### src/rtl/lcd_cmd_sequencer.sv
// i8080 bus front end: synchronizes CS/RS/We/Data into CLK, decodes a DCS-style
// command set and packs RAMWR byte pairs into RGB565 pixels with window tracking.
module lcd_cmd_sequencer #(
  parameter int unsigned H_ACTIVE   = 800,
  parameter int unsigned V_ACTIVE   = 480,
  parameter logic [7:0]  BL_DEFAULT = 8'hFF
) (
  input  logic        CLK,
  input  logic        nRST,
  input  logic        J80_CS,
  input  logic        J80_RS,
  input  logic        J80_We,
  input  logic [7:0]  J80_Data,
  input  logic        FIFO_Full,
  output logic        FIFOWe,
  output logic [15:0] FIFO_Data,
  output logic [10:0] PixX,
  output logic [10:0] PixY,
  output logic        FrameStart,
  output logic        FrameDone,
  output logic        DispOn,
  output logic [7:0]  BL_Level,
  output logic        Overflow
);

  localparam logic [10:0] HMax = 11'(H_ACTIVE - 1);
  localparam logic [10:0] VMax = 11'(V_ACTIVE - 1);

  typedef enum logic [1:0] {StIdle, StParam, StPixHi, StPixLo} state_e;
  typedef enum logic [1:0] {TgtCol, TgtPage, TgtBl} tgt_e;

  // Bus synchronizers; RS/Data get a third stage to stay aligned with we_s3.
  logic       cs_s1, cs_s2;
  logic       we_s1, we_s2, we_s3;
  logic       rs_s1, rs_s2, rs_s3;
  logic [7:0] data_s1, data_s2, data_s3;

  always_ff @(posedge CLK or negedge nRST) begin
    if (!nRST) begin
      cs_s1   <= 1'b1;
      cs_s2   <= 1'b1;
      we_s1   <= 1'b0;
      we_s2   <= 1'b0;
      we_s3   <= 1'b0;
      rs_s1   <= 1'b0;
      rs_s2   <= 1'b0;
      rs_s3   <= 1'b0;
      data_s1 <= 8'h00;
      data_s2 <= 8'h00;
      data_s3 <= 8'h00;
    end else begin
      cs_s1   <= J80_CS;
      cs_s2   <= cs_s1;
      we_s1   <= J80_We;
      we_s2   <= we_s1;
      we_s3   <= we_s2;
      rs_s1   <= J80_RS;
      rs_s2   <= rs_s1;
      rs_s3   <= rs_s2;
      data_s1 <= J80_Data;
      data_s2 <= data_s1;
      data_s3 <= data_s2;
    end
  end

  logic ev;
  assign ev = we_s3 & ~we_s2 & ~cs_s2;

  state_e      state_q, state_d;
  tgt_e        tgt_q, tgt_d;
  logic [1:0]  idx_q, idx_d;
  logic [2:0]  p0_q, p0_d, p2_q, p2_d;
  logic [7:0]  p1_q, p1_d;
  logic [10:0] xs_q, xs_d, xe_q, xe_d, ys_q, ys_d, ye_q, ye_d;
  logic [10:0] wxs_q, wxs_d, wxe_q, wxe_d, wys_q, wys_d, wye_q, wye_d;
  logic [10:0] cur_x_q, cur_x_d, cur_y_q, cur_y_d;
  logic [10:0] pix_x_q, pix_x_d, pix_y_q, pix_y_d;
  logic [7:0]  hi_q, hi_d;
  logic [15:0] fifo_data_q, fifo_data_d;
  logic        fifo_we_q, fifo_we_d;
  logic        fs_q, fs_d, fd_q, fd_d;
  logic        armed_q, armed_d;
  logic        disp_q, disp_d;
  logic [7:0]  bl_q, bl_d;
  logic        ovf_q, ovf_d;

  logic [10:0] eff_xs, eff_xe, eff_ys, eff_ye;

  // Window clamped to the active area; an inverted range collapses to its start.
  always_comb begin
    eff_xs = (xs_q > HMax) ? HMax : xs_q;
    eff_xe = (xe_q > HMax) ? HMax : xe_q;
    if (eff_xe < eff_xs) eff_xe = eff_xs;
    eff_ys = (ys_q > VMax) ? VMax : ys_q;
    eff_ye = (ye_q > VMax) ? VMax : ye_q;
    if (eff_ye < eff_ys) eff_ye = eff_ys;
  end

  always_comb begin
    state_d     = state_q;
    tgt_d       = tgt_q;
    idx_d       = idx_q;
    p0_d        = p0_q;
    p1_d        = p1_q;
    p2_d        = p2_q;
    xs_d        = xs_q;
    xe_d        = xe_q;
    ys_d        = ys_q;
    ye_d        = ye_q;
    wxs_d       = wxs_q;
    wxe_d       = wxe_q;
    wys_d       = wys_q;
    wye_d       = wye_q;
    cur_x_d     = cur_x_q;
    cur_y_d     = cur_y_q;
    pix_x_d     = pix_x_q;
    pix_y_d     = pix_y_q;
    hi_d        = hi_q;
    fifo_data_d = fifo_data_q;
    fifo_we_d   = 1'b0;
    fs_d        = 1'b0;
    fd_d        = 1'b0;
    armed_d     = armed_q;
    disp_d      = disp_q;
    bl_d        = bl_q;
    ovf_d       = ovf_q;

    if (ev) begin
      if (!rs_s3) begin
        state_d = StIdle;
        idx_d   = 2'd0;
        hi_d    = 8'h00;
        case (data_s3)
          8'h2A: begin state_d = StParam; tgt_d = TgtCol;  end
          8'h2B: begin state_d = StParam; tgt_d = TgtPage; end
          8'h51: begin state_d = StParam; tgt_d = TgtBl;   end
          8'h2C: begin
            state_d = StPixHi;
            wxs_d   = eff_xs;
            wxe_d   = eff_xe;
            wys_d   = eff_ys;
            wye_d   = eff_ye;
            cur_x_d = eff_xs;
            cur_y_d = eff_ys;
            pix_x_d = eff_xs;
            pix_y_d = eff_ys;
            ovf_d   = 1'b0;
            armed_d = 1'b1;
          end
          8'h28: disp_d = 1'b0;
          8'h29: disp_d = 1'b1;
          8'h01: begin
            tgt_d       = TgtCol;
            p0_d        = 3'd0;
            p1_d        = 8'h00;
            p2_d        = 3'd0;
            xs_d        = 11'd0;
            ys_d        = 11'd0;
            xe_d        = HMax;
            ye_d        = VMax;
            wxs_d       = 11'd0;
            wys_d       = 11'd0;
            wxe_d       = HMax;
            wye_d       = VMax;
            cur_x_d     = 11'd0;
            cur_y_d     = 11'd0;
            pix_x_d     = 11'd0;
            pix_y_d     = 11'd0;
            fifo_data_d = 16'h0000;
            armed_d     = 1'b0;
            disp_d      = 1'b0;
            bl_d        = BL_DEFAULT;
            ovf_d       = 1'b0;
          end
          default: ;
        endcase
      end else begin
        case (state_q)
          StParam: begin
            if (tgt_q == TgtBl) begin
              bl_d    = data_s3;
              state_d = StIdle;
            end else begin
              idx_d = idx_q + 2'd1;
              case (idx_q)
                2'd0: p0_d = data_s3[2:0];
                2'd1: p1_d = data_s3;
                2'd2: p2_d = data_s3[2:0];
                default: begin
                  state_d = StIdle;
                  if (tgt_q == TgtCol) begin
                    xs_d = {p0_q, p1_q};
                    xe_d = {p2_q, data_s3};
                  end else begin
                    ys_d = {p0_q, p1_q};
                    ye_d = {p2_q, data_s3};
                  end
                end
              endcase
            end
          end
          StPixHi: begin
            hi_d    = data_s3;
            state_d = StPixLo;
          end
          StPixLo: begin
            state_d = StPixHi;
            fs_d    = armed_q;
            armed_d = 1'b0;
            if (!FIFO_Full) begin
              fifo_we_d   = 1'b1;
              fifo_data_d = {hi_q, data_s3};
              pix_x_d     = cur_x_q;
              pix_y_d     = cur_y_q;
            end else begin
              ovf_d = 1'b1;
            end
            if (cur_x_q == wxe_q) begin
              cur_x_d = wxs_q;
              if (cur_y_q == wye_q) begin
                cur_y_d = wys_q;
                fd_d    = 1'b1;
              end else begin
                cur_y_d = cur_y_q + 11'd1;
              end
            end else begin
              cur_x_d = cur_x_q + 11'd1;
            end
          end
          default: ;
        endcase
      end
    end
  end

  always_ff @(posedge CLK or negedge nRST) begin
    if (!nRST) begin
      state_q     <= StIdle;
      tgt_q       <= TgtCol;
      idx_q       <= 2'd0;
      p0_q        <= 3'd0;
      p1_q        <= 8'h00;
      p2_q        <= 3'd0;
      xs_q        <= 11'd0;
      ys_q        <= 11'd0;
      xe_q        <= HMax;
      ye_q        <= VMax;
      wxs_q       <= 11'd0;
      wys_q       <= 11'd0;
      wxe_q       <= HMax;
      wye_q       <= VMax;
      cur_x_q     <= 11'd0;
      cur_y_q     <= 11'd0;
      pix_x_q     <= 11'd0;
      pix_y_q     <= 11'd0;
      hi_q        <= 8'h00;
      fifo_data_q <= 16'h0000;
      fifo_we_q   <= 1'b0;
      fs_q        <= 1'b0;
      fd_q        <= 1'b0;
      armed_q     <= 1'b0;
      disp_q      <= 1'b0;
      bl_q        <= BL_DEFAULT;
      ovf_q       <= 1'b0;
    end else begin
      state_q     <= state_d;
      tgt_q       <= tgt_d;
      idx_q       <= idx_d;
      p0_q        <= p0_d;
      p1_q        <= p1_d;
      p2_q        <= p2_d;
      xs_q        <= xs_d;
      ys_q        <= ys_d;
      xe_q        <= xe_d;
      ye_q        <= ye_d;
      wxs_q       <= wxs_d;
      wys_q       <= wys_d;
      wxe_q       <= wxe_d;
      wye_q       <= wye_d;
      cur_x_q     <= cur_x_d;
      cur_y_q     <= cur_y_d;
      pix_x_q     <= pix_x_d;
      pix_y_q     <= pix_y_d;
      hi_q        <= hi_d;
      fifo_data_q <= fifo_data_d;
      fifo_we_q   <= fifo_we_d;
      fs_q        <= fs_d;
      fd_q        <= fd_d;
      armed_q     <= armed_d;
      disp_q      <= disp_d;
      bl_q        <= bl_d;
      ovf_q       <= ovf_d;
    end
  end

  assign FIFOWe     = fifo_we_q;
  assign FIFO_Data  = fifo_data_q;
  assign PixX       = pix_x_q;
  assign PixY       = pix_y_q;
  assign FrameStart = fs_q;
  assign FrameDone  = fd_q;
  assign DispOn     = disp_q;
  assign BL_Level   = bl_q;
  assign Overflow   = ovf_q;

endmodule

### config.mk
export PLATFORM = sky130hd
export DESIGN_NAME = lcd_cmd_sequencer
export DESIGN_NICKNAME = d
export VERILOG_FILES = /design/src/rtl/lcd_cmd_sequencer.sv
export SDC_FILE = /design/constraint.sdc
export NUM_CORES = 1
export LEC_CHECK = 0
export CORE_UTILIZATION = 59
export DETAILED_ROUTE_END_ITERATION = 10
export PLACE_DENSITY_LB_ADDON = 0.12
export SYNTH_ARGS = -nofsm -noshare
export SYNTH_HDL_FRONTEND = slang
export SYNTH_SLANG_ARGS = --single-unit
### constraint.sdc
create_clock -name CLK -period 3.32 [get_ports CLK]
set_input_delay 0.996 -clock CLK [delete_from_list [all_inputs] [get_ports CLK]]
set_output_delay 0.996 -clock CLK [all_outputs]
set_load 0.02 [all_outputs]
Word-level counts from Yosys, hierarchy flattened
Index checks and enable logic that the tools add are counted.
- output and inout port bits: 51
- input bits: 14
- logic and storage cells: 212
- bits in registers: 222
- reductions and logical operators: 30
- add/subtract/negate cells: 3
- magnitude comparators: 6
- mux-type cells: 99
- bitwise gates (word level): 5
- equal/unequal tests: 31
- operators by type and width (cell ; number):
    $mux W11 ; 42
    $mux W8 ; 11
    $pmux W11 S2 ; 4
    $mux W16 ; 4
    $eq A8 B6 Y1 const B ; 5
    $mux W3 ; 9
    $add A11 B1 Y11 const B ; 2
    $eq A11 B11 Y1 ; 2
    $gt A11 B10 Y1 const B ; 2
    $gt A11 B9 Y1 const B ; 2
    $lt A11 B11 Y1 ; 2
    $reduce_and A4 Y1 ; 5
    $mux W1 ; 18
    $ne A2 B1 Y1 const B ; 9
    $reduce_and A3 Y1 ; 6
    $reduce_and A5 Y1 ; 3
    $mux W2 ; 6
    $pmux W2 S3 ; 2
    $reduce_and A6 Y1 ; 2
    $ne A2 B2 Y1 const B ; 5
    $eq A2 B2 Y1 const B ; 4
    $eq A8 B1 Y1 const B ; 1
    $eq A8 B7 Y1 const B ; 1
    $reduce_bool A2 Y1 ; 4
    13 further kinds ; 23

Longest topological paths before layout
- word-level depth: 6
- depth in mapped cells: 12
- depth with buffers taken out: 11

Worst setup path before layout
OpenSTA, ideal clock, no wires.
- path type: register -> register
- start: register xs_q[7]
- end: register wxe_q[9]
- path slack: 626 ps
- data required time: 3240 ps
- setup time: 80 ps
- stages on the path, launching flop included: 12
- data arrival time: 2614 ps
- path buffers: 1
- path through: dfrtp_1 > o311a_1 > or2_2 > nor2_1 > ha_1 > a21oi_1 > nand2b_1 > o31ai_1 > nand3_1 > buf_4 > mux2i_1 > o22a_1
- longest elaborated chain between the ends: 5
- ends and longest elaborated chain (what ; RTL line ; source):
    from (decl) ; 74 ; logic [10:0] xs_q, xs_d, xe_q, xe_d, ys_q, ys_d, ye_q, ye_d;
    from (signal assigned) ; 272 ; xs_q <= xs_d;
    $gt A11 B10 Y1 ; 91 ; eff_xs = (xs_q > HMax) ? HMax : xs_q;
    $mux W11 (*) ; 91 ;
    $lt A11 B11 Y1 ; 93 ; if (eff_xe < eff_xs) eff_xe = eff_xs;
    $mux W11 (*) ; 93 ;
    $pmux W11 S2 (*) ; 133 ; case (data_s3)
    to (signal assigned) ; 250 ; wxe_q <= HMax;
    to (signal assigned) ; 278 ; wxe_q <= wxe_d;
    to (decl) ; 75 ; logic [10:0] wxs_q, wxs_d, wxe_q, wxe_d, wys_q, wys_d, wye_q, wye_d;
Every way passes the cells marked *; elsewhere a longest branch is shown, timed or not.
A chain may end at the register's enable or synchronous reset.

Worst setup path after layout
- start: register xs_q[7]
- end: register wxe_q[0]
Same word-level chain as after synthesis.

==> results.md <==
- Share of layout cells above drive strength 1: 13.7%
- Outcome: completed
- Area leader, netlist: dfrtp_1
- RSZ-0062 raised after global routing: false
- Share of the synthesized area in the top cell type: 44.7%
- Mux contribution to synthesized area: 3.45%
- Initial antenna violation count: 0
- Gpl congestion: 0.932
- Final Util: 70.7%
- XOR/XNOR Fraction of Synth Area: 3.18%
- Post-synthesis async set-or-reset flop share: 100%
- Slew margin rel.: 26.0%
- First-pass GRT wire length: 39,400 um
- Worst path slowest cell: dfrtp_1
- Most frequent cell after synthesis: dfrtp_1
- Routed len/inst: 19.0 um
- Starting Density: 61.1%
- DR vias/cell: 5.99
- Main flop type after synthesis: dfrtp_1
- Area grow syn2layout: 15.8%
- Postcts setup bufs: 0
- Fin area: 11,800 um^2
- Hold_ws: 0.347 ns
- Total clock sinks: 222
- Area of placed instances: 11,100 um^2
- Clock Path Buffers: 3
- Die X: 133 um
- Startpoint types: flip-flop
- Hpwl dp: 16,500 um
- Die Ht: 133 um
- Critical path class: reg2reg
- Syn Inst Count: 960
- Crit path required time: 3.76 ns
- Setup crit end kind: flip-flop
- Pin count of the biggest net entering global routing: 65
- Post-synthesis register bit count: 222
- Num CTS Buffers: 23
- Final wirelength: 23,700 um
- Peak supply drop: 0.000487 V
- Number of synthesis warnings: 0
- Unique cell type count in the Yosys netlist: 71
- Worst Path Max Fanout: 13
- DR iter-0 viols: 646
- Hold buffer count at cts: 0
- Tmin final: 2.89 ns
- Die area: 17,800 um^2
- Post-synthesis simple-gate area fraction: 13.6%
- Final setup viols: 0
- Via count of the first global-routing pass: 7,350
- Sum of negative setup slack: 0 ns
- Post-route DRC: 0
- ANT nets after route: 0
- WP buf/inv: 1
- Slew Limit Fails: 0
- Largest family of logic cells by synthesized area: compound AO/OA/AOI/OAI gates
- Worst clock skew: 0.00887 ns
- Critical path arrival: 3.33 ns
- LEAKAGE: 5.26 nW
- Io pins: 65
- Final hold violation count: 0
- Clk_lat worst skew: 0.51 ns
- Vias: 7,493
- Gr usage total: 28.1%
- Max_cap viols: 0
- Worst hold path type: reg2reg
- Synthesized area: 10,200 um^2
- Port bufs: 64
- Worst path top cell family by delay: compound AO/OA/AOI/OAI gates
- Synth Area in Compound Gates: 18.2%
- Post-synth EDFFs: 0
- Worst slew pin tran: 1.10 ns
- Clk root buf: clkbuf_16
- Synth area leaders: dfrtp_1, dfstp_2, a22o_1, nand2_1, o21ai_0
- PD cells: 608 nW/um^2
- Fmax: 346 MHz
- Area of the core: 16,700 um^2
- GR Overflow Total: 0
- Ant. Diodes: 0
- TritonCTS clock tree: done
- CTS clk-pin slew, worst paths: 0.06 ns
- Post-CTS sizing: 0
- CP max stage delay: 0.39 ns
- Htree depth: 1
- Iteration count of the initial detailed-routing pass: 4
- Synth Area in Adders: 3.19%
- Num rows: 47
- Post-layout net count: 1,054
- CP Cell Sequence: o311a_1, or2_2, nor2_1, ha_1, a21oi_1, nand2b_1, o31ai_1, nand3_1, buf_4, mux2i_1, o22a_1
- Tcrit/Tclk final: 87.0%
- Synth cell count leaders: dfrtp_1, nand2_1, nor2_1
- Synthesized area per cell: 10.6 um^2
- Sequential fraction of the synthesis area: 55.0%
==> worst paths after layout <==
path | startpoint | to | slack (ns) | cells past startpoint
worst max-delay path | xs_q[7] | wxe_q[0] | 0.43 | 11
worst min-delay path | data_s2[2] | data_s3[2] | 0.35 | 0
worst max register to register | xs_q[7] | wxe_q[0] | 0.43 | 11
worst min register to register | data_s2[2] | data_s3[2] | 0.35 | 0
max in group asynchronous | nRST | wxe_q[9] | 2.11 | 2
min in group asynchronous | nRST | cur_y_q[2] | 0.40 | 1
==> where the power goes <==
part	internal, mW	total, mW	switching [mW]
Clock	1.52	2.54	1.02
Combinational	0.643	1.33	0.692
Sequential	3.02	3.31	0.282
==> worst register-to-register path, stage by stage (launching register included) <==
cell	delay [ns]
dfrtp_1	0.39
o311a_1	0.39
or2_2	0.33
nor2_1	0.29
ha_1	0.31
a21oi_1	0.19
nand2b_1	0.07
o31ai_1	0.21
nand3_1	0.11
buf_4	0.20
mux2i_1	0.13
o22a_1	0.20
==> per-layer routing <==
| layer | wire length [um] | global-route usage (%) | vias up |
|---|---|---|---|
| met5 | 0 | 0 | - |
| met4 | 492 | 7.20 | 0 |
| met3 | 1220 | 3.84 | 33 |
| met2 | 11100 | 44.7 | 229 |
| met1 | 10900 | 40.8 | 3698 |
| li1 | - | - | 3533 |
==> state kept, by name (all words and copies together), names as in the netlist, 3 cells and up <==
name and cells:
BL_Level 8, FIFO_Data 16, PixX 11, PixY 11, cur_x_q 11, cur_y_q 11, data_s1 8, data_s2 8
data_s3 8, hi_q 8, p0_q 3, p1_q 8, p2_q 3, wxe_q 11, wxs_q 11, wye_q 11
wys_q 11, xe_q 11, xs_q 11, ye_q 11, ys_q 11
==> kinds of logic (layout without fill, tap and decap cells) <==
logic type                 after synthesis  in the layout
AOI/OAI and AO/OA                      274            274
and+or+nand+nor                        287            287
buffers and inverters                   79            145
other                                    2              6
muxes                                   33             33
xor gates and xnor gates                37             37
DFF                                    222            222
adders and majority gates               26             26
==> layout by cell type (no fill, tap or decap), drive strengths merged, types with 3 or more instances in the layout <==
cell,instances
clkinv,3
xor2,27
dfstp,40
a211oi,5
o31ai,6
o21a,10
nand2b,5
a21o,7
nand3,18
conb,6
a21oi,57
clkbuf,33
mux2,17
nor4,5
a31oi,9
and2,4
clkdlybuf4s50,63
xnor2,10
and3,7
mux2i,16
nand4,16
nand2,103
o311ai,4
o21ai,75
or3,4
or2,8
and4,3
nor2b,9
ha,26
buf,26
a22o,55
inv,16
o22a,29
nor2,86
nor3,12
dfrtp,182
==> cell type report <==
class,instances,area [um^2]
fillers,1239,4900
clock inverters,8,98.8
well taps,220,275
flip-flops and latches,222,5610
repair buffers,89,846
multi-input cells,663,4270
inverters,15,56.3
clock buffers,33,653
==> per-stage QoR <==
step	worst slack, ns	power [mW]	instances
after floorplan	0.626	4.19	964
after global placement	0.508	4.64	1209
after detailed placement	0.458	4.67	1209
after CTS	0.436	7.24	1250
after global routing	0.176	7.52	1250
final	0.430	7.18	1250
No activity file was read; power rests on OpenSTA's default activity.
